`src/rtl/mem_bus_pkg.sv`:
```
// Shared memory-bus definitions: arbiter state encoding, default timeout/error data, request payload.
package mem_bus_pkg;

    localparam int unsigned ADDR_W = 32;
    localparam int unsigned DATA_W = 32;
    localparam int unsigned STRB_W = 4;
    localparam int unsigned CNT_W  = 8;

    localparam int unsigned        DEFAULT_TIMEOUT  = 255;
    localparam logic [DATA_W-1:0]  DEFAULT_ERR_DATA = 32'hDEAD_BEEF;

    typedef enum logic [1:0] {
        ST_IDLE   = 2'd0,
        ST_GRANT0 = 2'd1,
        ST_GRANT1 = 2'd2
    } arb_state_t;

    typedef struct packed {
        logic              instr;
        logic [STRB_W-1:0] wstrb;
        logic [DATA_W-1:0] wdata;
        logic [ADDR_W-1:0] addr;
    } mem_req_t;

endpackage

```
`src/rtl/mem_req_mux.sv`:
```
// Combinational 2:1 select of master request fields onto the memory-controller side.
module mem_req_mux
    import mem_bus_pkg::*;
(
    input  mem_req_t req0,
    input  mem_req_t req1,
    input  logic     sel,
    output mem_req_t req
);

    assign req = sel ? req1 : req0;

endmodule

```
`src/rtl/mem_arbiter.sv`:
```
// Two-master memory arbiter with alternating priority, per-grant timeout and mandatory idle gap.
module mem_arbiter
    import mem_bus_pkg::*;
#(
    parameter int unsigned       TIMEOUT  = DEFAULT_TIMEOUT,
    parameter logic [DATA_W-1:0] ERR_DATA = DEFAULT_ERR_DATA
) (
    input  logic              clk,
    input  logic              reset,

    input  logic              m0_valid,
    input  logic              m0_instr,
    input  logic [STRB_W-1:0] m0_wstrb,
    input  logic [DATA_W-1:0] m0_wdata,
    input  logic [ADDR_W-1:0] m0_addr,
    output logic              m0_ready,
    output logic [DATA_W-1:0] m0_rdata,

    input  logic              m1_valid,
    input  logic              m1_instr,
    input  logic [STRB_W-1:0] m1_wstrb,
    input  logic [DATA_W-1:0] m1_wdata,
    input  logic [ADDR_W-1:0] m1_addr,
    output logic              m1_ready,
    output logic [DATA_W-1:0] m1_rdata,

    output logic              s_valid,
    output logic              s_instr,
    output logic [STRB_W-1:0] s_wstrb,
    output logic [DATA_W-1:0] s_wdata,
    output logic [ADDR_W-1:0] s_addr,
    input  logic              s_ready,
    input  logic [DATA_W-1:0] s_rdata,

    output logic              timeout_err
);

    arb_state_t       state;
    logic             prio;
    logic [CNT_W-1:0] cnt;

    logic     granted;
    logic     sel;
    logic     g_valid;
    logic     timeout_hit;
    logic     done;
    mem_req_t req0;
    mem_req_t req1;
    mem_req_t req_sel;

    assign granted     = (state == ST_GRANT0) || (state == ST_GRANT1);
    assign sel         = (state == ST_GRANT1);
    assign g_valid     = sel ? m1_valid : m0_valid;
    assign timeout_hit = granted && g_valid && !s_ready && (cnt == CNT_W'(TIMEOUT - 1));
    assign done        = granted && g_valid && (s_ready || timeout_hit);

    assign req0 = '{instr: m0_instr, wstrb: m0_wstrb, wdata: m0_wdata, addr: m0_addr};
    assign req1 = '{instr: m1_instr, wstrb: m1_wstrb, wdata: m1_wdata, addr: m1_addr};

    mem_req_mux u_mux (
        .req0 (req0),
        .req1 (req1),
        .sel  (sel),
        .req  (req_sel)
    );

    // Grant sequencing; every grant returns to IDLE so the controller sees s_valid drop.
    always_ff @(posedge clk or posedge reset) begin
        if (reset) begin
            state <= ST_IDLE;
            prio  <= 1'b0;
            cnt   <= '0;
        end else begin
            case (state)
                ST_IDLE: begin
                    cnt <= '0;
                    if (m0_valid && (!m1_valid || !prio)) begin
                        state <= ST_GRANT0;
                    end else if (m1_valid) begin
                        state <= ST_GRANT1;
                    end
                end
                ST_GRANT0, ST_GRANT1: begin
                    if (!g_valid) begin
                        state <= ST_IDLE;
                        cnt   <= '0;
                    end else if (done) begin
                        state <= ST_IDLE;
                        prio  <= !sel;
                        cnt   <= '0;
                    end else begin
                        cnt <= cnt + CNT_W'(1);
                    end
                end
                default: begin
                    state <= ST_IDLE;
                    cnt   <= '0;
                end
            endcase
        end
    end

    // Completion and read data are combinational from the controller for zero added latency.
    always_comb begin
        s_valid     = granted;
        s_instr     = req_sel.instr;
        s_wstrb     = req_sel.wstrb;
        s_wdata     = req_sel.wdata;
        s_addr      = req_sel.addr;
        m0_ready    = 1'b0;
        m1_ready    = 1'b0;
        m0_rdata    = '0;
        m1_rdata    = '0;
        timeout_err = timeout_hit;
        if (state == ST_GRANT0) begin
            m0_ready = done;
            m0_rdata = timeout_hit ? ERR_DATA : s_rdata;
        end else if (state == ST_GRANT1) begin
            m1_ready = done;
            m1_rdata = timeout_hit ? ERR_DATA : s_rdata;
        end
    end

endmodule

```
`config.mk`:
```
export PLATFORM = sky130hd
export DESIGN_NAME = mem_arbiter
export DESIGN_NICKNAME = d
export VERILOG_FILES = /design/src/rtl/mem_bus_pkg.sv /design/src/rtl/mem_req_mux.sv /design/src/rtl/mem_arbiter.sv
export SDC_FILE = /design/constraint.sdc
export NUM_CORES = 1
export LEC_CHECK = 0
export CAP_MARGIN = 20
export CORE_AREA = 5 5 118 120
export CTS_CLUSTER_DIAMETER = 40
export DETAILED_ROUTE_END_ITERATION = 10
export DIE_AREA = 0 0 123 125
export PLACE_DENSITY_LB_ADDON = 0.05
export SYNTH_ARGS = -nofsm -noshare
export SYNTH_HDL_FRONTEND = slang
export SYNTH_HIERARCHICAL = 1
export SYNTH_SLANG_ARGS = --single-unit
export TNS_END_PERCENT = 5
```
`constraint.sdc`:
```
create_clock -name clk -period 3.41 [get_ports clk]
set_clock_uncertainty 0.15 [all_clocks]
set_input_delay 1.023 -clock clk [delete_from_list [all_inputs] [get_ports clk]]
set_output_delay 1.023 -clock clk [all_outputs]
set_load 0.005 [all_outputs]
```
==> results.yml <==
synthesis:
  synth_seq_cells: 11
  synth_top_area_share_pct: 31.66
  ys_top_cells_by_area: "mux2_2 (32%), o21a_1 (18%), dfrtp_1 (13%)"
  syn_inst: 225
  yosys_warnings: 6
  synth_top_cell_by_area: "mux2_2"
  syn_avg_cell_area_sq_um: 9.326
  syn_nets: 406
  yosysUniqueCellTypes: 33
  syn_area_sq_um: 2098
  synth.yosys.seq_area_share_pct: 13.12
placed_design:
  place_congestion: 0.8122
  detailed_place.area_sq_um: 5456
  place_ws_ns: -0.9956
  dp_hpwl_um: 12100
  io_buffer_count: 311
timing:
  final.period_utilization_pct: 106.9
  slew_violations: 0
  worst_pin_slew_ns: 0.4280
  setup_tns_ns: -9.194
  fin_ws_ns: -0.2344
  rsz0062_at_grt: "yes"
  hold_viol_final: 0
  setup_viol: 65
  min_period_ns: 3.644
  slew_headroom_pct: 71.43
  max_freq_ghz: 0.2744
final_layout:
  final_nets: 738
  final_util_pct: 42.90
  fill_cells: 1317
  mostFrequentLayoutCell: "clkdlybuf4s50_1"
  drive_above_1_share_pct: 33.81
  layout_common_cells: "clkdlybuf4s50_1 (241), mux2_2 (59), o21a_1 (49)"
  fin_area_sq_um: 5523
  syn2layout_area_growth_pct: 163.2
  diodes: 0
route:
  wirelength_um: 14170
  drcViolationCount: 0
  vias_per_cell: 4.146
  vias: 3035
  route.antenna.remaining_nets: 0
  wl_per_cell_um: 19.36
  drtIter0Drc: 56
  first_pass_iters: 4
setup_path:
  worstSetupEndpointType: "primary output"
  path_max_fanout: 5
  rrSetupSlack_ns: 1.25
  setup.worst_path.start_class: "input port"
  crit_type: "input port to primary output"
  r2r_end: "prio"
  r2r_cells: 12
  critPathRequiredTime_ns: 2.24
  r2r-start: "state[0]"
  crit_arrival_ns: 2.47
min_path:
  hold_end: "cnt[1]"
  hold_path_class: "flop to flop"
  min_delay_path_depth: 2
  hp-start: "cnt[1]"
clock_tree:
  cts_max_level: 1
  cts_root_buffer: "clkbuf_16"
  cts_buffers: 3
  worstSkewPairLatency_ns: 0.24
  clkSlewWorstSetupHoldPaths_ns: 0.04
  clockBufferDepth: 2
  cts_hold_buf: 0
  cts_sinks: 11
  cts_tree: "built"
die:
  start_util_pct: 16.30
  core.rowCount: 42
  die_y_um: 125
  top_level_ports: 312
  die_w_um: 123
  core_area_sq_um: 12870
  die_area_sq_um: 15380
global_routing:
  antenna_found_initial: 0
  grt_pass1_vias: 3122
  grt_pass1_wl_um: 19750
  grt_max_degree: 70
  global_route.usage.total_pct: 16.77
  overflow: 0
pwr:
  power.density_nw_per_um2: 472.4
  p_leak_nw: 2.315
  finalPower_w: 0.002609
  ir_worst_vdd_mv: 0.3365
run:
  max_cap_viol_count: 0
run_status:
  violations: "setup timing"
  status: "finished with violations"
[sequential cells by signal, summed over array words and instances (netlist names)]
| register | cells |
|---|---|
| prio | 1 |
| cnt | 8 |
| state | 2 |
[layer usage]
layer | routed length, um | GRT usage [%]
met5 | 0 | 0
met4 | 336 | 4.104
met3 | 1529 | 5.601
met2 | 7488 | 32.61
met1 | 4817 | 16.78
[Yosys cell counts (all sizes together)]
cell,count
o21ai,2
nor2b,3
xor2,2
and4,1
or2,2
nor2,8
xnor2,2
nand2b,1
a21oi,4
and2,10
nand2,4
nand3b,3
o21a,49
nand3,4
buf,15
clkbuf,6
or3,2
o2111ai,2
ha,6
dfrtp,11
mux2i,2
inv,6
and3,8
nand4,1
o211ai,2
mux2,69
[worst max-delay path, stage by stage]
cell and delay, ns:
buf_6 0.09, nand2b_4 0.12, or2_4 0.22, or3_4 0.41
inv_8 0.09, buf_6 0.12, buf_6 0.10, buf_6 0.09
o21a_1 0.10, buf_2 0.11
[worst max path at each step]
stage / cells after the start / to / from / slack, ns
after floorplan: 8 / m0_rdata[10] / s_ready / 0.004
after global placement: 8 / m0_rdata[18] / m1_valid / -0.97
after detailed placement: 8 / m0_rdata[30] / m0_valid / -1.0
after CTS: 8 / m0_rdata[0] / s_ready / -0.50
after global routing: 10 / m0_rdata[7] / s_ready / -0.30
final: 10 / m0_rdata[7] / s_ready / -0.23
[metrics by stage]
stage	hold slack (ns)	instances
2_1_floorplan	0.3423	225
3_3_place_gp	0.3748	713
3_5_place_dp	0.3903	713
4_1_cts	0.3959	726
5_1_grt	0.4276	732
6_report	0.3908	732
[power by group]
part / total [W] / switching, W / internal (W) / leakage, nW
Clock: 0.000211 / 0.0000548 / 0.000157 / 0.0382
Combinational: 0.00223 / 0.000847 / 0.00138 / 2.13
Sequential: 0.000166 / 0.0000140 / 0.000152 / 0.147
Total: 0.00261 / 0.000916 / 0.00169 / 2.32
[cells by family after synthesis]
logic type | share of synthesized area (%)
compound gates | 20.51
xor+xnor | 1.670
simple gates | 12.76
flops | 13.12
fa+ha+maj | 3.578
buf+inv | 8.586
mux | 39.77
[timing repair]
| action | CTS | global route |
|---|---|---|
| endpoints found under the hold margin | 0 | 0 |
| cloned | 1 | 0 |
| pin swaps | 3 | 6 |
| gates resized for setup | 218 | 59 |
| endpoints found under the setup margin | 136 | 94 |
| setup buffers | 8 | 8 |
[final cells by class]
cell class	instances	area (sq um)	share of cell area, %
tap	176	220.2	3.987
timing repair buffer	348	3238	58.63
inverter	6	30.03	0.5437
multi-input combinational	187	1680	30.43
clock buffer	4	78.83	1.427
sequential	11	275.3	4.984
Power figures use the tool's default switching activity.
